===== config.mk =====
export PLATFORM = sky130hd
export DESIGN_NAME = control_unit
export DESIGN_NICKNAME = d
export VERILOG_FILES = /design/src/rtl/control_unit_pkg.sv /design/src/rtl/ctrl_decode.sv /design/src/rtl/control_unit.sv
export SDC_FILE = /design/constraint.sdc
export NUM_CORES = 1
export LEC_CHECK = 0
export BUFFER_PORTS_ARGS = -buffer_cell sky130_fd_sc_hd__buf_2
export CORE_MARGIN = 4
export CORE_UTILIZATION = 41
export DETAILED_ROUTE_END_ITERATION = 8
export PLACE_DENSITY_LB_ADDON = 0.08
export RECOVER_POWER = 25
export SLEW_MARGIN = 20
export SYNTH_ARGS = -nofsm -noshare
export SYNTH_HDL_FRONTEND = slang
export SYNTH_SLANG_ARGS = --single-unit

===== constraint.sdc =====
create_clock -name CLK -period 1.9 [get_ports CLK]
set_input_delay 0.38 -clock CLK [delete_from_list [all_inputs] [get_ports CLK]]
set_output_delay 0.38 -clock CLK [all_outputs]
set_load 0.01 [all_outputs]

===== src/rtl/control_unit_pkg.sv =====
// Shared encodings for the cs147sec05 sequencer: instruction fields, ALU codes,
// sequencer states and CTRL bit positions.
package control_unit_pkg;

  localparam int CTRL_WIDTH  = 32;
  localparam int INSTR_WIDTH = 32;
  localparam int ALU_WIDTH   = 6;

  // Opcodes (INSTRUCTION[31:26])
  localparam logic [5:0] OP_RTYPE = 6'h00;
  localparam logic [5:0] OP_ADDI  = 6'h08;
  localparam logic [5:0] OP_MULI  = 6'h1d;
  localparam logic [5:0] OP_ANDI  = 6'h0c;
  localparam logic [5:0] OP_ORI   = 6'h0d;
  localparam logic [5:0] OP_LUI   = 6'h0f;
  localparam logic [5:0] OP_SLTI  = 6'h0a;
  localparam logic [5:0] OP_BEQ   = 6'h04;
  localparam logic [5:0] OP_BNE   = 6'h05;
  localparam logic [5:0] OP_LW    = 6'h23;
  localparam logic [5:0] OP_SW    = 6'h2b;
  localparam logic [5:0] OP_JMP   = 6'h02;
  localparam logic [5:0] OP_JAL   = 6'h03;
  localparam logic [5:0] OP_PUSH  = 6'h1b;
  localparam logic [5:0] OP_POP   = 6'h1c;

  // R-type funct codes (INSTRUCTION[5:0])
  localparam logic [5:0] FN_ADD = 6'h20;
  localparam logic [5:0] FN_SUB = 6'h22;
  localparam logic [5:0] FN_MUL = 6'h2c;
  localparam logic [5:0] FN_AND = 6'h24;
  localparam logic [5:0] FN_OR  = 6'h25;
  localparam logic [5:0] FN_NOR = 6'h27;
  localparam logic [5:0] FN_SLT = 6'h2a;
  localparam logic [5:0] FN_SLL = 6'h01;
  localparam logic [5:0] FN_SRL = 6'h02;
  localparam logic [5:0] FN_JR  = 6'h08;

  localparam logic [ALU_WIDTH-1:0] ALU_NONE = 6'd0;
  localparam logic [ALU_WIDTH-1:0] ALU_ADD  = 6'd1;
  localparam logic [ALU_WIDTH-1:0] ALU_SUB  = 6'd2;
  localparam logic [ALU_WIDTH-1:0] ALU_MUL  = 6'd3;
  localparam logic [ALU_WIDTH-1:0] ALU_SRL  = 6'd4;
  localparam logic [ALU_WIDTH-1:0] ALU_SLL  = 6'd5;
  localparam logic [ALU_WIDTH-1:0] ALU_AND  = 6'd6;
  localparam logic [ALU_WIDTH-1:0] ALU_OR   = 6'd7;
  localparam logic [ALU_WIDTH-1:0] ALU_NOR  = 6'd8;
  localparam logic [ALU_WIDTH-1:0] ALU_SLT  = 6'd9;

  typedef enum logic [2:0] {
    ST_INIT      = 3'd0,
    ST_FETCH     = 3'd1,
    ST_DECODE    = 3'd2,
    ST_EXECUTE   = 3'd3,
    ST_MEMORY    = 3'd4,
    ST_WRITEBACK = 3'd5
  } state_e;

  // CTRL bit positions; CTRL[31:29] are tied to zero
  localparam int CB_PC_LOAD   = 28;
  localparam int CB_SP_LOAD   = 27;
  localparam int CB_PC_SEL_1  = 26;
  localparam int CB_PC_SEL_2  = 25;
  localparam int CB_PC_SEL_3  = 24;
  localparam int CB_R1_SEL_1  = 23;
  localparam int CB_IR_LOAD   = 22;
  localparam int CB_WA_SEL_1  = 21;
  localparam int CB_WA_SEL_2  = 20;
  localparam int CB_WA_SEL_3  = 19;
  localparam int CB_WD_SEL_1  = 18;
  localparam int CB_WD_SEL_2  = 17;
  localparam int CB_WD_SEL_3  = 16;
  localparam int CB_OP1_SEL_1 = 15;
  localparam int CB_OP2_SEL_1 = 14;
  localparam int CB_OP2_SEL_2 = 13;
  localparam int CB_OP2_SEL_3 = 12;
  localparam int CB_OP2_SEL_4 = 11;
  localparam int CB_REG_R     = 10;
  localparam int CB_REG_W     = 9;
  localparam int CB_ALU_MSB   = 8;
  localparam int CB_ALU_LSB   = 3;
  localparam int CB_MA_SEL_1  = 2;
  localparam int CB_MA_SEL_2  = 1;
  localparam int CB_MD_SEL_1  = 0;

endpackage


===== src/rtl/ctrl_decode.sv =====
// Combinational map (state, opcode, funct, ZERO) -> {CTRL, READ, WRITE}.
// Undefined encodings leave every class flag low and so fall through as a NOP.
module ctrl_decode
  import control_unit_pkg::*;
(
  input  state_e                state_i,
  input  logic [5:0]            opcode_i,
  input  logic [5:0]            funct_i,
  input  logic                  zero_i,
  output logic [CTRL_WIDTH-1:0] ctrl_o,
  output logic                  read_o,
  output logic                  write_o
);

  logic [ALU_WIDTH-1:0] alu_op;
  logic r_alu, shift, jr, imm_alu, sext, lui, lw, sw, beq, bne, jmp, jal, push, pop;
  logic held, writes_reg;

  always_comb begin
    alu_op = ALU_NONE;
    r_alu = 1'b0; shift = 1'b0; jr = 1'b0; imm_alu = 1'b0; sext = 1'b0; lui = 1'b0;
    lw = 1'b0; sw = 1'b0; beq = 1'b0; bne = 1'b0; jmp = 1'b0; jal = 1'b0;
    push = 1'b0; pop = 1'b0;
    if (opcode_i == OP_RTYPE) begin
      case (funct_i)
        FN_ADD:  begin r_alu = 1'b1; alu_op = ALU_ADD; end
        FN_SUB:  begin r_alu = 1'b1; alu_op = ALU_SUB; end
        FN_MUL:  begin r_alu = 1'b1; alu_op = ALU_MUL; end
        FN_AND:  begin r_alu = 1'b1; alu_op = ALU_AND; end
        FN_OR:   begin r_alu = 1'b1; alu_op = ALU_OR;  end
        FN_NOR:  begin r_alu = 1'b1; alu_op = ALU_NOR; end
        FN_SLT:  begin r_alu = 1'b1; alu_op = ALU_SLT; end
        FN_SLL:  begin r_alu = 1'b1; shift = 1'b1; alu_op = ALU_SLL; end
        FN_SRL:  begin r_alu = 1'b1; shift = 1'b1; alu_op = ALU_SRL; end
        FN_JR:   jr = 1'b1;
        default: ;
      endcase
    end else begin
      case (opcode_i)
        OP_ADDI: begin imm_alu = 1'b1; sext = 1'b1; alu_op = ALU_ADD; end
        OP_MULI: begin imm_alu = 1'b1; sext = 1'b1; alu_op = ALU_MUL; end
        OP_ANDI: begin imm_alu = 1'b1; alu_op = ALU_AND; end
        OP_ORI:  begin imm_alu = 1'b1; alu_op = ALU_OR;  end
        OP_SLTI: begin imm_alu = 1'b1; sext = 1'b1; alu_op = ALU_SLT; end
        OP_LUI:  lui = 1'b1;
        OP_BEQ:  begin beq = 1'b1; alu_op = ALU_SUB; end
        OP_BNE:  begin bne = 1'b1; alu_op = ALU_SUB; end
        OP_LW:   begin lw = 1'b1; sext = 1'b1; alu_op = ALU_ADD; end
        OP_SW:   begin sw = 1'b1; sext = 1'b1; alu_op = ALU_ADD; end
        OP_JMP:  jmp = 1'b1;
        OP_JAL:  jal = 1'b1;
        OP_PUSH: begin push = 1'b1; alu_op = ALU_SUB; end
        OP_POP:  begin pop = 1'b1; alu_op = ALU_ADD; end
        default: ;
      endcase
    end
  end

  // ALU operand selects stay put from EXECUTE onward so ZERO is still valid in WRITEBACK
  assign held       = (state_i == ST_EXECUTE) || (state_i == ST_MEMORY) || (state_i == ST_WRITEBACK);
  assign writes_reg = r_alu | imm_alu | lui | lw | jal | pop;

  always_comb begin
    ctrl_o  = '0;
    read_o  = 1'b0;
    write_o = 1'b0;
    case (state_i)
      ST_FETCH: begin
        ctrl_o[CB_MA_SEL_2] = 1'b1;
        ctrl_o[CB_IR_LOAD]  = 1'b1;
        read_o              = 1'b1;
      end
      ST_MEMORY: begin
        read_o              = lw | pop;
        write_o             = sw | push;
        ctrl_o[CB_MA_SEL_1] = push;
        ctrl_o[CB_MD_SEL_1] = push;
      end
      ST_WRITEBACK: begin
        ctrl_o[CB_PC_LOAD]  = 1'b1;
        ctrl_o[CB_PC_SEL_1] = ~jr;
        ctrl_o[CB_PC_SEL_2] = (beq & zero_i) | (bne & ~zero_i);
        ctrl_o[CB_PC_SEL_3] = ~(jmp | jal);
        ctrl_o[CB_SP_LOAD]  = push | pop;
        ctrl_o[CB_REG_W]    = writes_reg;
        ctrl_o[CB_WA_SEL_1] = imm_alu | lui | lw;
        ctrl_o[CB_WA_SEL_2] = jal;
        ctrl_o[CB_WA_SEL_3] = r_alu | imm_alu | lui | lw;
        ctrl_o[CB_WD_SEL_1] = lw | pop;
        ctrl_o[CB_WD_SEL_2] = lui;
        ctrl_o[CB_WD_SEL_3] = writes_reg & ~jal;
      end
      default: ;
    endcase
    if ((state_i == ST_DECODE) || (state_i == ST_EXECUTE) || (state_i == ST_MEMORY))
      ctrl_o[CB_REG_R] = 1'b1;
    if ((state_i != ST_INIT) && (state_i != ST_FETCH))
      ctrl_o[CB_R1_SEL_1] = push;
    if (held) begin
      ctrl_o[CB_ALU_MSB:CB_ALU_LSB] = alu_op;
      ctrl_o[CB_OP1_SEL_1]          = push | pop;
      ctrl_o[CB_OP2_SEL_1]          = shift;
      ctrl_o[CB_OP2_SEL_2]          = sext;
      ctrl_o[CB_OP2_SEL_3]          = shift | push | pop;
      ctrl_o[CB_OP2_SEL_4]          = (r_alu & ~shift) | jr | beq | bne;
    end
  end

endmodule


===== src/rtl/control_unit.sv =====
// Five-phase sequencer for the cs147sec05 processor; holds only the state register,
// all control outputs come from ctrl_decode.
module control_unit
  import control_unit_pkg::*;
(
  input  logic                   CLK,
  input  logic                   RST,
  input  logic [INSTR_WIDTH-1:0] INSTRUCTION,
  input  logic                   ZERO,
  output logic [CTRL_WIDTH-1:0]  CTRL,
  output logic                   READ,
  output logic                   WRITE
);

  state_e state_q, state_d;
  logic   unused_instr_fields;

  // Register/immediate fields are consumed by the datapath, not by sequencing
  assign unused_instr_fields = ^INSTRUCTION[25:6];

  always_ff @(posedge CLK or negedge RST) begin
    if (!RST) state_q <= ST_INIT;
    else      state_q <= state_d;
  end

  always_comb begin
    state_d = ST_INIT;
    case (state_q)
      ST_INIT:      state_d = ST_FETCH;
      ST_FETCH:     state_d = ST_DECODE;
      ST_DECODE:    state_d = ST_EXECUTE;
      ST_EXECUTE:   state_d = ST_MEMORY;
      ST_MEMORY:    state_d = ST_WRITEBACK;
      ST_WRITEBACK: state_d = ST_FETCH;
      default:      state_d = ST_INIT;
    endcase
  end

  ctrl_decode u_decode (
    .state_i  (state_q),
    .opcode_i (INSTRUCTION[31:26]),
    .funct_i  (INSTRUCTION[5:0]),
    .zero_i   (ZERO),
    .ctrl_o   (CTRL),
    .read_o   (READ),
    .write_o  (WRITE)
  );

endmodule

==> metrics.md <==
| Metric | Value |
|---|---|
| Status | `complete, but fails checks` |
| Failing checks | `negative setup slack` |
| Critical Path End Type | `output pin` |
| Yosys cell types | `46` |
| Initial antenna violation count | `0` |
| Yosys warns | `0` |
| First-pass GRT wire length | `5.00 mm` |
| Final ANT Viol Nets | `0` |
| Worst vdd ir | `around 0.54 mV` |
| Avg Cell Area, Syn | `~6.5 sq um` |
| Commonest register cell after synthesis | `dfrtp_1` |
| Cell Area, Placed | `0.00133 sq mm` |
| Final #Nets | `254` |
| Min Tclk post-route | `1950 ps` |
| TritonRoute pass-1 iters | `4` |
| Total track usage | `18.5%` |
| Worst r2r src | `state_q[1]$_DFF_PN0_` |
| Most frequent cells after synthesis | `nor2_1, a21oi_1, nand2_1` |
| Initial drt markers | `42` |
| Final setup fails | `2` |
| Setup WS pre-CTS | `-126 ps` |
| CP Max Fanout | `5` |
| RSZ-0062 raised after global routing | `true` |
| Antenna diode count | `0` |
| Worst setup SP type | `input pin` |
| Post-synthesis sequential area ratio | `slightly below 8%` |
| WS Path Type | `in2out` |
| Ratio of cells with drive above 1 in the final layout | `56.0%` |
| CTS tree | `yes` |
| Post-DR wirelength/cell | `13.9 um` |
| Data required time of the worst path | `between 1500 and 2000 ps` |
| Clock Latency Late Sink | `230 ps` |
| Slowest stage cell on the critical path | `or4b_4` |
| Setup TNS Final | `-76.8 ps` |
| Delay-heaviest family, CP | `simple AND/OR/NAND/NOR gates` |
| Arrival @ worst endpoint | `1570 ps` |
| Syn Inst Count | `146` |
| Core area | `0.00221 sq mm` |
| Die Footprint | `0.00316 sq mm` |
| CTS root buf | `clkbuf_4` |
| Final number of max-transition violations | `0` |
| H-Tree Level Count | `1` |
| Period utilisation layout | `103%` |
| Die Wd | `56.2 um` |
| Worst Skew | `between 6 and 7 ps` |
| Reg with most FFs | `state_q` |
| Post-synth top area cell | `dfrtp_1` |
| Pwr Density | `250 mW/mm^2` |
| Post-synth EDFFs | `0` |
| Area delta synth->final | `77.9%` |
| Pleak | `0.803 nW` |
| Port bufs | `43` |
| Die height | `56.2 um` |
| Yosys top cell area share | `7.88%` |
| Final worst setup slack | `-50.7 ps` |
| Flop2flop setup slack | `around 900 ps` |
| MaxCap Viol Count | `0` |
| Largest incremental delay on the critical path | `roughly 520 ps` |
| Hold_ws | `521 ps` |
| Crit path depth | `7` |
| Most frequent cell after synthesis | `nor2_1` |
| Asr flop ratio synth | `between 90% and 100%` |
| Crit path buffers/inverters | `2` |
| CTS Buf Count | `3` |
| Final Hold Fails | `0` |
| GRT overflow | `0` |
| Initial core utilization | `43.0%` |
| Pin count of the biggest net entering global routing | `13` |
| Syn Std Cell Area | `around 950 sq um` |
| Detailed placement HPWL | `2.35 mm` |
| Largest regs | `state_q x3` |
| DR DRC count | `0` |
| Worst hold path type | `in2async` |
| Post-route cell area | `0.00169 sq mm` |
| Vias in the first global route | `1163` |
| Boundary pin count | `69` |
| Clock transition at the registers of the reported paths | `40 ps` |
| Crit path cell chain | `buf_8 -> or4b_4 -> o211a_1 -> o2bb2ai_2 -> a31oi_1 -> nor2_1 -> buf_2` |
| Clock sink total | `3` |
| Flops & latches, synth | `3` |
| Cell Rows | `17` |
| DR vias | `1320` |
| Synth area leaders | `dfrtp_1, nor2_1, a21oi_1, buf_4, nor3_1` |
| Vias per std cell | `between 5 and 6` |
| R2R cell count | `3` |
| Max FFs per register | `3` |
| Final Util | `76.6%` |
| End of the worst register-to-register path | `state_q[1]$_DFF_PN0_` |
| Achievable clock frequency | `513 MHz` |
| Gpl congestion | `0.840` |
| Clock buffer depth | `2` |
| Routed WL | `3.43 mm` |
-- worst max-delay path by stage --
stage | start | endpoint | slack (ps)
floorplan | INSTRUCTION[3] | CTRL[3] | 50
global placement | INSTRUCTION[26] | CTRL[16] | -100
detailed placement | INSTRUCTION[26] | CTRL[16] | -130
CTS | INSTRUCTION[2] | CTRL[3] | -70
global route | INSTRUCTION[28] | CTRL[16] | -110
finish | INSTRUCTION[2] | CTRL[3] | -50
-- report_power, final --
| part | leakage (nW) | internal [mW] | switching [mW] |
|---|---|---|---|
| sequential | 0.0354 | 0.0642 | 0 |
| clock | 0.0150 | 0.0786 | 0.0313 |
| combinational | 0.752 | 0.127 | 0.122 |
| total | 0.803 | 0.270 | 0.154 |
-- repair_timing --
item                                   in CTS  in global routing
gates cloned                                0                  0
hold buffers                                1                  0
setup endpoints to repair                  16                 19
pin swaps                                   8                 24
endpoints found under the hold margin       3                  0
resized for setup                          16                 52
setup buffers                               0                  9
-- through the flow --
step / total power, mW / instances
after floorplan: 0.180 / 150
after global placement: 0.242 / 233
after detailed placement: 0.246 / 233
after CTS: 0.373 / 238
after global routing: 0.452 / 246
final: 0.423 / 246
-- layout make-up --
cell class              count  area [sq um]
inverters                   3          11.3
clock buffers               4          26.3
well taps                  28          35.0
multi-input cells         124           942
repair buffers             84           602
fillers                   164           518
flip-flops and latches      3          77.6
-- layout by cell type (no fill, tap or decap), types with 4 or more instances in the layout --
cell,synthesis,routed
buf_4,7,38
buf_2,8,35
nor2_1,19,17
nand2_1,11,10
a21oi_1,12,9
nor3_1,9,7
conb_1,1,5
a31oi_1,5,4
-- cells by family (layout without fill, tap and decap cells) --
| group | Yosys count | in the layout | share of synthesized area [%] |
|---|---|---|---|
| AOI/OAI and AO/OA | 40 | 40 | 29.3 |
| buffers and inverters | 23 | 91 | 14.5 |
| other | 1 | 5 | 0.394 |
| and+or+nand+nor | 74 | 74 | 43.4 |
| DFF | 3 | 3 | 7.88 |
| xor gates and xnor gates | 5 | 5 | 4.60 |
-- routing by layer --
| metal | vias to the layer above | wire (um) | GRT usage [%] |
|---|---|---|---|
| met5 | - | 0 | 0 |
| met4 | 0 | 34 | 1.02 |
| met3 | 4 | 159 | 2.32 |
| met2 | 44 | 1840 | 35.9 |
| met1 | 612 | 1400 | 22.1 |
| li1 | 660 | - | - |
-- worst reg2reg max path, stage by stage (launching register included) --
cell	delay, ps
dfrtp_1	380
clkbuf_1	300
xnor2_1	170
nor2_1	60
Power figures use the tool's default switching activity.
